File: src/rtl/wash_timer_controller_pkg.sv
// -----------------------------------------------------------------------------
// wash_ctrl_pkg
// Shared types and helpers for the wash timer / supervision controller.
//   - wash_state_t : 3-bit FSM state encoding
//   - wash_prog_t  : wash program select codes
//   - fault_code_t : sticky fault cause codes
//   - wash_duration: maps a program code to its wash duration
// Optional feature macro used elsewhere in this slice: WASH_PAUSE_EN.
// -----------------------------------------------------------------------------
package wash_ctrl_pkg;

    typedef enum logic [2:0] {
        ST_IDLE      = 3'd0,
        ST_WASH      = 3'd1,
        ST_WASH_DONE = 3'd2,
        ST_SPIN      = 3'd3,
        ST_SPIN_DONE = 3'd4,
        ST_FAULT     = 3'd5
    } wash_state_t;

    typedef enum logic [1:0] {
        PROG_QUICK  = 2'b00,
        PROG_NORMAL = 2'b01,
        PROG_HEAVY  = 2'b10,
        PROG_RSVD   = 2'b11
    } wash_prog_t;

    typedef enum logic [1:0] {
        FC_NONE     = 2'b00,
        FC_FILL     = 2'b01,
        FC_DRAIN    = 2'b10,
        FC_RUN_BOTH = 2'b11
    } fault_code_t;

    // Watchdog slots; fill sits at the lower index and wins ties.
    localparam int NUM_WATCHDOGS = 2;
    localparam int WD_FILL       = 0;
    localparam int WD_DRAIN      = 1;

    // Reserved program code falls back to the normal duration.
    function automatic int wash_duration(
        input logic [1:0] prog,
        input int         t_quick,
        input int         t_normal,
        input int         t_heavy
    );
        int d;
        case (prog)
            PROG_QUICK: d = t_quick;
            PROG_HEAVY: d = t_heavy;
            default:    d = t_normal;
        endcase
        return d;
    endfunction

endpackage

File: src/rtl/wash_timer_controller_if.sv
// -----------------------------------------------------------------------------
// wash_timer_if
// Signal bundle between the washer FSM (master) and the timer/supervision
// controller (slave).
//   master drives : prog, wash_run, spin_run, fill_value_on, drain_value_on,
//                   fault_clr, pause (only when WASH_PAUSE_EN is defined)
//   slave drives  : cycle_timeout, spin_timeout, time_left, fault, fault_code
// Macro: WASH_PAUSE_EN adds the pause signal.
// -----------------------------------------------------------------------------
interface wash_timer_if #(
    parameter int CNT_W = 16
) ();
    import wash_ctrl_pkg::*;

    logic [1:0]       prog;
    logic             wash_run;
    logic             spin_run;
    logic             fill_value_on;
    logic             drain_value_on;
    logic             fault_clr;
`ifdef WASH_PAUSE_EN
    logic             pause;
`endif
    logic             cycle_timeout;
    logic             spin_timeout;
    logic [CNT_W-1:0] time_left;
    logic             fault;
    logic [1:0]       fault_code;

    modport master (
`ifdef WASH_PAUSE_EN
        output pause,
`endif
        output prog, wash_run, spin_run, fill_value_on, drain_value_on, fault_clr,
        input  cycle_timeout, spin_timeout, time_left, fault, fault_code
    );

    modport slave (
`ifdef WASH_PAUSE_EN
        input  pause,
`endif
        input  prog, wash_run, spin_run, fill_value_on, drain_value_on, fault_clr,
        output cycle_timeout, spin_timeout, time_left, fault, fault_code
    );

endinterface

File: src/rtl/wash_timer_controller_watchdog.sv
// -----------------------------------------------------------------------------
// wash_watchdog
// Counts consecutive cycles with en=1 and asserts trip on the edge that would
// record the LIMIT-th consecutive high sample. en=0 clears the run.
// Ports:
//   clk   in  clock
//   reset in  synchronous active-high reset
//   en    in  monitored level (already gated off by the parent when halted)
//   clr   in  synchronous clear
//   trip  out combinational: this edge completes LIMIT consecutive samples
// -----------------------------------------------------------------------------
module wash_watchdog #(
    parameter int CNT_W = 16,
    parameter int LIMIT = 1000
) (
    input  logic clk,
    input  logic reset,
    input  logic en,
    input  logic clr,
    output logic trip
);
    import wash_ctrl_pkg::*;

    localparam int               LIM_EFF = (LIMIT < 1) ? 1 : LIMIT;
    localparam logic [CNT_W-1:0] LAST    = CNT_W'(LIM_EFF - 1);

    logic [CNT_W-1:0] r_cnt;

    assign trip = en && !clr && (r_cnt == LAST);

    always_ff @(posedge clk) begin
        if (reset || clr) begin
            r_cnt <= '0;
        end else if (!en) begin
            r_cnt <= '0;
        end else if (r_cnt != LAST) begin
            r_cnt <= r_cnt + CNT_W'(1);
        end
    end

endmodule

File: src/rtl/wash_timer_controller.sv
// -----------------------------------------------------------------------------
// wash_timer_controller
// Generates cycle_timeout / spin_timeout for the washer FSM from programmable
// durations, reports the remaining time of the active phase, and supervises
// the fill/drain valves plus wash/spin run overlap with a sticky fault.
// Ports:
//   clk    in   single rising-edge clock
//   reset  in   synchronous active-high reset
//   bus    slave modport of wash_timer_if (run levels, valves, prog, fault_clr,
//          optional pause in; timeouts, time_left, fault, fault_code out)
// Macro: WASH_PAUSE_EN enables the pause input, which freezes the phase
// counter while the watchdogs keep running.
// -----------------------------------------------------------------------------
module wash_timer_controller
    import wash_ctrl_pkg::*;
#(
    parameter int CNT_W         = 16,
    parameter int T_WASH_QUICK  = 100,
    parameter int T_WASH_NORMAL = 200,
    parameter int T_WASH_HEAVY  = 400,
    parameter int T_SPIN        = 50,
    parameter int T_FILL_MAX    = 1000,
    parameter int T_DRAIN_MAX   = 1000
) (
    input  logic           clk,
    input  logic           reset,
    wash_timer_if.slave    bus
);

    // A zero duration would never match cnt==dur-1, so it is promoted to 1.
    localparam logic [CNT_W-1:0] DUR_SPIN =
        (CNT_W'(T_SPIN) == '0) ? CNT_W'(1) : CNT_W'(T_SPIN);

    wash_state_t      r_state;
    logic [CNT_W-1:0] r_cnt;
    logic [CNT_W-1:0] r_dur;
    logic [CNT_W-1:0] r_time_left;
    logic             r_cycle_timeout;
    logic             r_spin_timeout;
    logic             r_fault;
    logic [1:0]       r_fault_code;

    logic [CNT_W-1:0]         w_dur_sel;
    logic                     w_pause;
    logic                     w_phase_run;
    logic                     w_phase_last;
    logic                     w_wd_active;
    logic                     w_wd_clr;
    logic [NUM_WATCHDOGS-1:0] w_wd_level;
    logic [NUM_WATCHDOGS-1:0] w_wd_trip;
    fault_code_t              w_trip_code;

`ifdef WASH_PAUSE_EN
    assign w_pause = bus.pause;
`else
    assign w_pause = 1'b0;
`endif

    always_comb begin
        w_dur_sel = CNT_W'(wash_duration(bus.prog, T_WASH_QUICK, T_WASH_NORMAL, T_WASH_HEAVY));
        if (w_dur_sel == '0) begin
            w_dur_sel = CNT_W'(1);
        end
    end

    // The run level that keeps the current phase alive.
    assign w_phase_run  = (r_state == ST_WASH || r_state == ST_WASH_DONE) ? bus.wash_run
                                                                          : bus.spin_run;
    assign w_phase_last = (r_cnt == r_dur - CNT_W'(1));

    // Watchdogs are halted in FAULT and cleared when the fault is acknowledged.
    assign w_wd_active          = (r_state != ST_FAULT);
    assign w_wd_clr             = (r_state == ST_FAULT) && bus.fault_clr;
    assign w_wd_level[WD_FILL]  = bus.fill_value_on;
    assign w_wd_level[WD_DRAIN] = bus.drain_value_on;

    genvar gi;
    generate
        for (gi = 0; gi < NUM_WATCHDOGS; gi++) begin : g_wd
            wash_watchdog #(
                .CNT_W (CNT_W),
                .LIMIT ((gi == WD_FILL) ? T_FILL_MAX : T_DRAIN_MAX)
            ) u_wd (
                .clk   (clk),
                .reset (reset),
                .en    (w_wd_level[gi] && w_wd_active),
                .clr   (w_wd_clr),
                .trip  (w_wd_trip[gi])
            );
        end
    endgenerate

    // Fault cause for this edge; fill beats drain beats run overlap.
    always_comb begin
        w_trip_code = FC_NONE;
        if (w_wd_trip[WD_FILL]) begin
            w_trip_code = FC_FILL;
        end else if (w_wd_trip[WD_DRAIN]) begin
            w_trip_code = FC_DRAIN;
        end else if (r_state == ST_IDLE && bus.wash_run && bus.spin_run) begin
            w_trip_code = FC_RUN_BOTH;
        end
    end

    always_ff @(posedge clk) begin
        if (reset) begin
            r_state         <= ST_IDLE;
            r_cnt           <= '0;
            r_dur           <= '0;
            r_time_left     <= '0;
            r_cycle_timeout <= 1'b0;
            r_spin_timeout  <= 1'b0;
            r_fault         <= 1'b0;
            r_fault_code    <= FC_NONE;
        end else if (r_state == ST_FAULT) begin
            // Counters stay frozen until the fault is acknowledged.
            if (bus.fault_clr) begin
                r_state      <= ST_IDLE;
                r_cnt        <= '0;
                r_fault      <= 1'b0;
                r_fault_code <= FC_NONE;
            end
        end else if (w_trip_code != FC_NONE) begin
            r_state         <= ST_FAULT;
            r_fault         <= 1'b1;
            r_fault_code    <= w_trip_code;
            r_cycle_timeout <= 1'b0;
            r_spin_timeout  <= 1'b0;
            r_time_left     <= '0;
        end else begin
            case (r_state)
                ST_IDLE: begin
                    if (bus.wash_run) begin
                        r_state     <= ST_WASH;
                        r_dur       <= w_dur_sel;
                        r_cnt       <= '0;
                        r_time_left <= w_dur_sel;
                    end else if (bus.spin_run) begin
                        r_state     <= ST_SPIN;
                        r_dur       <= DUR_SPIN;
                        r_cnt       <= '0;
                        r_time_left <= DUR_SPIN;
                    end
                end

                ST_WASH, ST_SPIN: begin
                    if (!w_phase_run) begin
                        // Aborted before expiry: no timeout pulse.
                        r_state     <= ST_IDLE;
                        r_cnt       <= '0;
                        r_time_left <= '0;
                    end else if (w_pause) begin
                        r_cnt <= r_cnt;
                    end else if (w_phase_last) begin
                        r_cnt       <= '0;
                        r_time_left <= '0;
                        if (r_state == ST_WASH) begin
                            r_state         <= ST_WASH_DONE;
                            r_cycle_timeout <= 1'b1;
                        end else begin
                            r_state        <= ST_SPIN_DONE;
                            r_spin_timeout <= 1'b1;
                        end
                    end else begin
                        r_cnt       <= r_cnt + CNT_W'(1);
                        r_time_left <= r_dur - r_cnt - CNT_W'(1);
                    end
                end

                ST_WASH_DONE, ST_SPIN_DONE: begin
                    // Timeout is held until the washer acknowledges by dropping run.
                    if (!w_phase_run) begin
                        r_state         <= ST_IDLE;
                        r_cycle_timeout <= 1'b0;
                        r_spin_timeout  <= 1'b0;
                    end
                end

                default: begin
                    r_state <= ST_IDLE;
                end
            endcase
        end
    end

    assign bus.cycle_timeout = r_cycle_timeout;
    assign bus.spin_timeout  = r_spin_timeout;
    assign bus.time_left     = r_time_left;
    assign bus.fault         = r_fault;
    assign bus.fault_code    = r_fault_code;

endmodule

File: src/flat_wrapper.sv
// flat-port wrapper written by rule: the top's interface ports become plain ports
module wash_timer_controller_flat import wash_ctrl_pkg::*;
#(
    parameter int CNT_W         = 16,
    parameter int T_WASH_QUICK  = 100,
    parameter int T_WASH_NORMAL = 200,
    parameter int T_WASH_HEAVY  = 400,
    parameter int T_SPIN        = 50,
    parameter int T_FILL_MAX    = 1000,
    parameter int T_DRAIN_MAX   = 1000
)
  (clk, reset, bus_prog, bus_wash_run, bus_spin_run, bus_fill_value_on, bus_drain_value_on, bus_fault_clr, bus_cycle_timeout, bus_spin_timeout, bus_time_left, bus_fault, bus_fault_code);
  wash_timer_if #(.CNT_W(CNT_W)) bus_i ();
  input  logic clk;
  input  logic reset;
  input wire logic [$bits(bus_i.prog)-1:0] bus_prog;
  input wire logic [$bits(bus_i.wash_run)-1:0] bus_wash_run;
  input wire logic [$bits(bus_i.spin_run)-1:0] bus_spin_run;
  input wire logic [$bits(bus_i.fill_value_on)-1:0] bus_fill_value_on;
  input wire logic [$bits(bus_i.drain_value_on)-1:0] bus_drain_value_on;
  input wire logic [$bits(bus_i.fault_clr)-1:0] bus_fault_clr;
  output wire logic [$bits(bus_i.cycle_timeout)-1:0] bus_cycle_timeout;
  output wire logic [$bits(bus_i.spin_timeout)-1:0] bus_spin_timeout;
  output wire logic [$bits(bus_i.time_left)-1:0] bus_time_left;
  output wire logic [$bits(bus_i.fault)-1:0] bus_fault;
  output wire logic [$bits(bus_i.fault_code)-1:0] bus_fault_code;
  assign bus_i.prog = bus_prog;
  assign bus_i.wash_run = bus_wash_run;
  assign bus_i.spin_run = bus_spin_run;
  assign bus_i.fill_value_on = bus_fill_value_on;
  assign bus_i.drain_value_on = bus_drain_value_on;
  assign bus_i.fault_clr = bus_fault_clr;
  assign bus_cycle_timeout = bus_i.cycle_timeout;
  assign bus_spin_timeout = bus_i.spin_timeout;
  assign bus_time_left = bus_i.time_left;
  assign bus_fault = bus_i.fault;
  assign bus_fault_code = bus_i.fault_code;
  wash_timer_controller #(.CNT_W(CNT_W), .T_WASH_QUICK(T_WASH_QUICK), .T_WASH_NORMAL(T_WASH_NORMAL), .T_WASH_HEAVY(T_WASH_HEAVY), .T_SPIN(T_SPIN), .T_FILL_MAX(T_FILL_MAX), .T_DRAIN_MAX(T_DRAIN_MAX)) u_core (.clk(clk), .reset(reset), .bus(bus_i));
endmodule
File: config.mk
export PLATFORM = sky130hd
export DESIGN_NAME = wash_timer_controller_flat
export DESIGN_NICKNAME = d
export VERILOG_FILES = /design/src/rtl/wash_timer_controller_pkg.sv /design/src/rtl/wash_timer_controller_if.sv /design/src/rtl/wash_timer_controller_watchdog.sv /design/src/rtl/wash_timer_controller.sv /design/src/flat_wrapper.sv
export SDC_FILE = /design/constraint.sdc
export NUM_CORES = 1
export LEC_CHECK = 0
export ABC_AREA = 1
export CAP_MARGIN = 40
export CORE_MARGIN = 2
export CORE_UTILIZATION = 55
export CTS_CLUSTER_DIAMETER = 40
export DETAILED_ROUTE_END_ITERATION = 7
export GPL_TIMING_DRIVEN = 0
export PLACE_DENSITY_LB_ADDON = 0.3
export REMOVE_ABC_BUFFERS = 1
export SYNTH_ARGS = -nofsm -noshare
export SYNTH_HDL_FRONTEND = slang
export SYNTH_HIERARCHICAL = 1
export SYNTH_SLANG_ARGS = --single-unit
File: constraint.sdc
create_clock -name clk -period 2.1 [get_ports clk]
set_input_delay 0.315 -clock clk [delete_from_list [all_inputs] [get_ports clk]]
set_output_delay 0.315 -clock clk [all_outputs]
set_load 0.02 [all_outputs]
==> flow_metrics.env <==
export IMPL_grt_pass1_vias=5027
export IMPL_yosys_warnings=6
export IMPL_power_density_nw_per_um2=1089
export IMPL_synth_common_cells="225 x nand2_1, 149 x nor2_1, 115 x inv_1, 81 x dfxtp_1, 73 x nand3_1"
export IMPL_cellInternalPower_uw=3808
export IMPL_synthFlopType="dfxtp_1"
export IMPL_clockRootBuffer="clkbuf_8"
export IMPL_final_seq_area_um2=1678
export IMPL_synth_simple_area_share_pct=43.90
export IMPL_synth_area_leaders="dfxtp_1 29%, nand2_1 15%, nor2_1 10%"
export IMPL_syn_inst=898
export IMPL_fillers=888
export IMPL_via_per_inst=5.339
export IMPL_fp_coreArea_um2=9819
export IMPL_drv_cap=0
export IMPL_rsz0062_at_grt="true"
export IMPL_clkPwrFrac_pct=15.0
export IMPL_synth_top_family_by_area="simple AND/OR/NAND/NOR gates"
export IMPL_initial_core_util_pct=56.78
export IMPL_syn_area_um2=5575
export IMPL_yosysUniqueCellTypes=40
export IMPL_die_h_um=104.7
export IMPL_drtIter0Drc=352
export IMPL_synth_adder_area_share_pct=3.276
export IMPL_worstMarginPinSlew_ns=0.6591
export IMPL_required_ns=2.37
export IMPL_max_freq_mhz=482.8
export IMPL_cp_end_kind="flop"
export IMPL_syn2layout_area_growth_pct=18.36
export IMPL_clock_skew_ns=0.01560
export IMPL_synth_xor_area_share_pct=3.770
export IMPL_place_detailed_hpwl_um=9766
export IMPL_yosys_register_bits=81
export IMPL_grt_pass1_wl_um=22650
export IMPL_p_sw_share_pct=46.99
export IMPL_hold_violations=0
export IMPL_timing_final_crit_period_ns=2.071
export IMPL_grt_overflow=0
export IMPL_synth_top_area_cell="dfxtp_1"
export IMPL_drive_gt1_share_pct=17.75
export IMPL_htree_levels=3
export IMPL_port_buffers=29
export IMPL_finalSetupViolCount=0
export IMPL_insertion_delay_ns=0.38
export IMPL_die_x_um=104.7
export IMPL_synth_edff_count=0
export IMPL_outcome="completed"
export IMPL_totalNegativeSetupSlack_ns=0
export IMPL_gp_congestion=0.9278
export IMPL_num_antenna_cells=0
export IMPL_synth_most_common_cell="nand2_1"
export IMPL_clock_sinks=81
export IMPL_drv_slew=0
export IMPL_fin_crit_sh_pct=98.63
export IMPL_leakagePower_uw=0.002787
export IMPL_die_area_um2=10960
export IMPL_holdBufCountCts=0
export IMPL_cts_made_buffers=9
export IMPL_vias=5793
export IMPL_synth_compound_area_share_pct=9.291
export IMPL_ios=30
export IMPL_cp_start_kind="flop"
export IMPL_ys_seq_area_share_pct=29.08
export IMPL_antenna_found_initial=0
export IMPL_total_power_uw=7185
export IMPL_criticalPathCategory="flop to flop"
export IMPL_path_max_fanout=3
export IMPL_synth_top_area_share_pct=29.08
export IMPL_place_area_um2=5928
export IMPL_syn_area_per_cell_um2=6.209
export IMPL_clk_pin_slew_worst_paths_ns=0.08
export IMPL_antenna_left=0
export IMPL_clk_path_buf_depth=2
export IMPL_nets=970
export IMPL_arrival_ns=2.34
export IMPL_multiInputGateArea_um2=3577
export IMPL_switchingPower_uw=3376
export IMPL_muxShareOfSynthArea_pct=0
export IMPL_cts_tree="yes"
export IMPL_power_frac_seq_pct=27.5
export IMPL_final_area_um2=6599
export IMPL_rows=36
export IMPL_min_path_type="flop to flop"
export IMPL_drc=0
export IMPL_drtPass1Iterations=5
export IMPL_timing_slew_headroom_pct=55.92
export IMPL_synth_async_reset_ratio_pct=0
export IMPL_combPwrFrac_pct=57.5
export IMPL_grt_max_degree=19
export IMPL_drt_wl_total_um=14010
export IMPL_ir_drop_mv=0.6088
export IMPL_avgRoutedWirePerCell_um=12.91
export IMPL_gr_usage_all_layers_pct=25.10
export IMPL_fin_util_pct=67.20
worst paths after layout:
path | start | end | slack (ns) | depth (start not counted)
setup / recovery | u_core/r_cnt[0] | u_core/bus.time_left[8] | 0.03 | 14
hold reg to reg | u_core/g_wd[0].u_wd/r_cnt[15] | u_core/g_wd[0].u_wd/r_cnt[15] | 0.47 | 2
hold / removal | u_core/g_wd[0].u_wd/r_cnt[15] | u_core/g_wd[0].u_wd/r_cnt[15] | 0.47 | 2
setup reg to reg | u_core/r_cnt[0] | u_core/bus.time_left[8] | 0.03 | 14
power groups by stage:
stage	combinational (uW)	clock, uW	sequential [uW]
after CTS	3690	1110	1960
after global placement	3470	0	1980
final	4130	1080	1980
after detailed placement	3500	0	1980
after global routing	4610	1180	2000
after floorplan	2550	0	2060
layout by cell type (no fill, tap or decap), drive strengths merged, types with 2 or more instances in the layout:
cell           netlist  layout
a21oi               53      53
inv                127     126
nand3b               4       4
nand4               22      22
clkinvlp             0       3
xor2                18      18
clkbuf               6      11
dfxtp               81      81
clkinv               0       3
o21ai               29      29
nor3                19      19
nor3b                2       2
buf                 11      25
clkdlybuf4s50        0      29
nand2              239     240
o21a                 3       3
nor2               167     167
xnor2                6       6
and3                 2       2
o211ai               2       2
ha                  13      13
a22oi                3       3
nand3               84      84
o31ai                2       2
worst max-delay path, cell delays in order (launching register included):
cell      delay (ns)
dfxtp_4         0.36
inv_4           0.07
ha_4            0.14
inv_1           0.05
fa_2            0.37
nand3b_1        0.18
nand2_2         0.09
nand2_1         0.07
nand3_2         0.08
xor2_1          0.21
nor2_1          0.07
nand3_1         0.10
nand2_1         0.06
nand2_1         0.06
a21oi_1         0.06
metal layers:
layer	global-route usage, %	routed length [um]	vias up	share of wire [%]
met5	0	0	-	0
met4	9.619	258	0	1.8
met3	5.490	1085	23	7.7
met2	38.94	6181	211	44
met1	34.09	6482	2604	46
li1	-	-	2955	-
kinds of logic after synthesis:
family,Yosys count
and+or+nand+nor,540
DFF,81
buffers and inverters,144
xor gates and xnor gates,24
adders and majority gates,14
AOI/OAI and AO/OA,95
registers in the layout (all words and copies together), names as in the netlist:
name and flops:
u_core/g_wd.u_wd/r_cnt 32, u_core/bus.time_left 16, u_core/r_cnt 16, u_core/r_dur 9
u_core/r_state 3, u_core/bus.fault_code 2, u_core/bus.cycle_timeout 1, u_core/bus.fault 1
u_core/bus.spin_timeout 1
metrics by stage:
| step | std cells | hold WS [ns] | setup WS [ns] |
|---|---|---|---|
| 2_1_floorplan | 881 | 0.3841 | -0.1059 |
| 3_3_place_gp | 1043 | 0.4521 | -0.7081 |
| 3_5_place_dp | 1044 | 0.4579 | -0.6065 |
| 4_1_cts | 1065 | 0.4687 | 0.01042 |
| 5_1_grt | 1085 | 0.4869 | -0.1419 |
| 6_report | 1085 | 0.4659 | 0.02883 |
layout make-up:
class	count	area share, %
inverters	127	7.546
well taps	133	2.522
repair buffers	54	7.546
multi-input cells	674	54.21
clock inverters	5	0.4551
flip-flops and latches	81	25.43
clock buffers	11	2.294
what timing repair did:
| action | 4_1_cts | 5_1_grt |
|---|---|---|
| hold endpoints to repair | 0 | 0 |
| pin swaps | 2 | 19 |
| setup endpoints to repair | 54 | 44 |
| gates resized for setup | 35 | 68 |
| buffers inserted | 5 | 19 |
| gates cloned | 0 | 1 |
No activity file was read; power rests on OpenSTA's default activity.
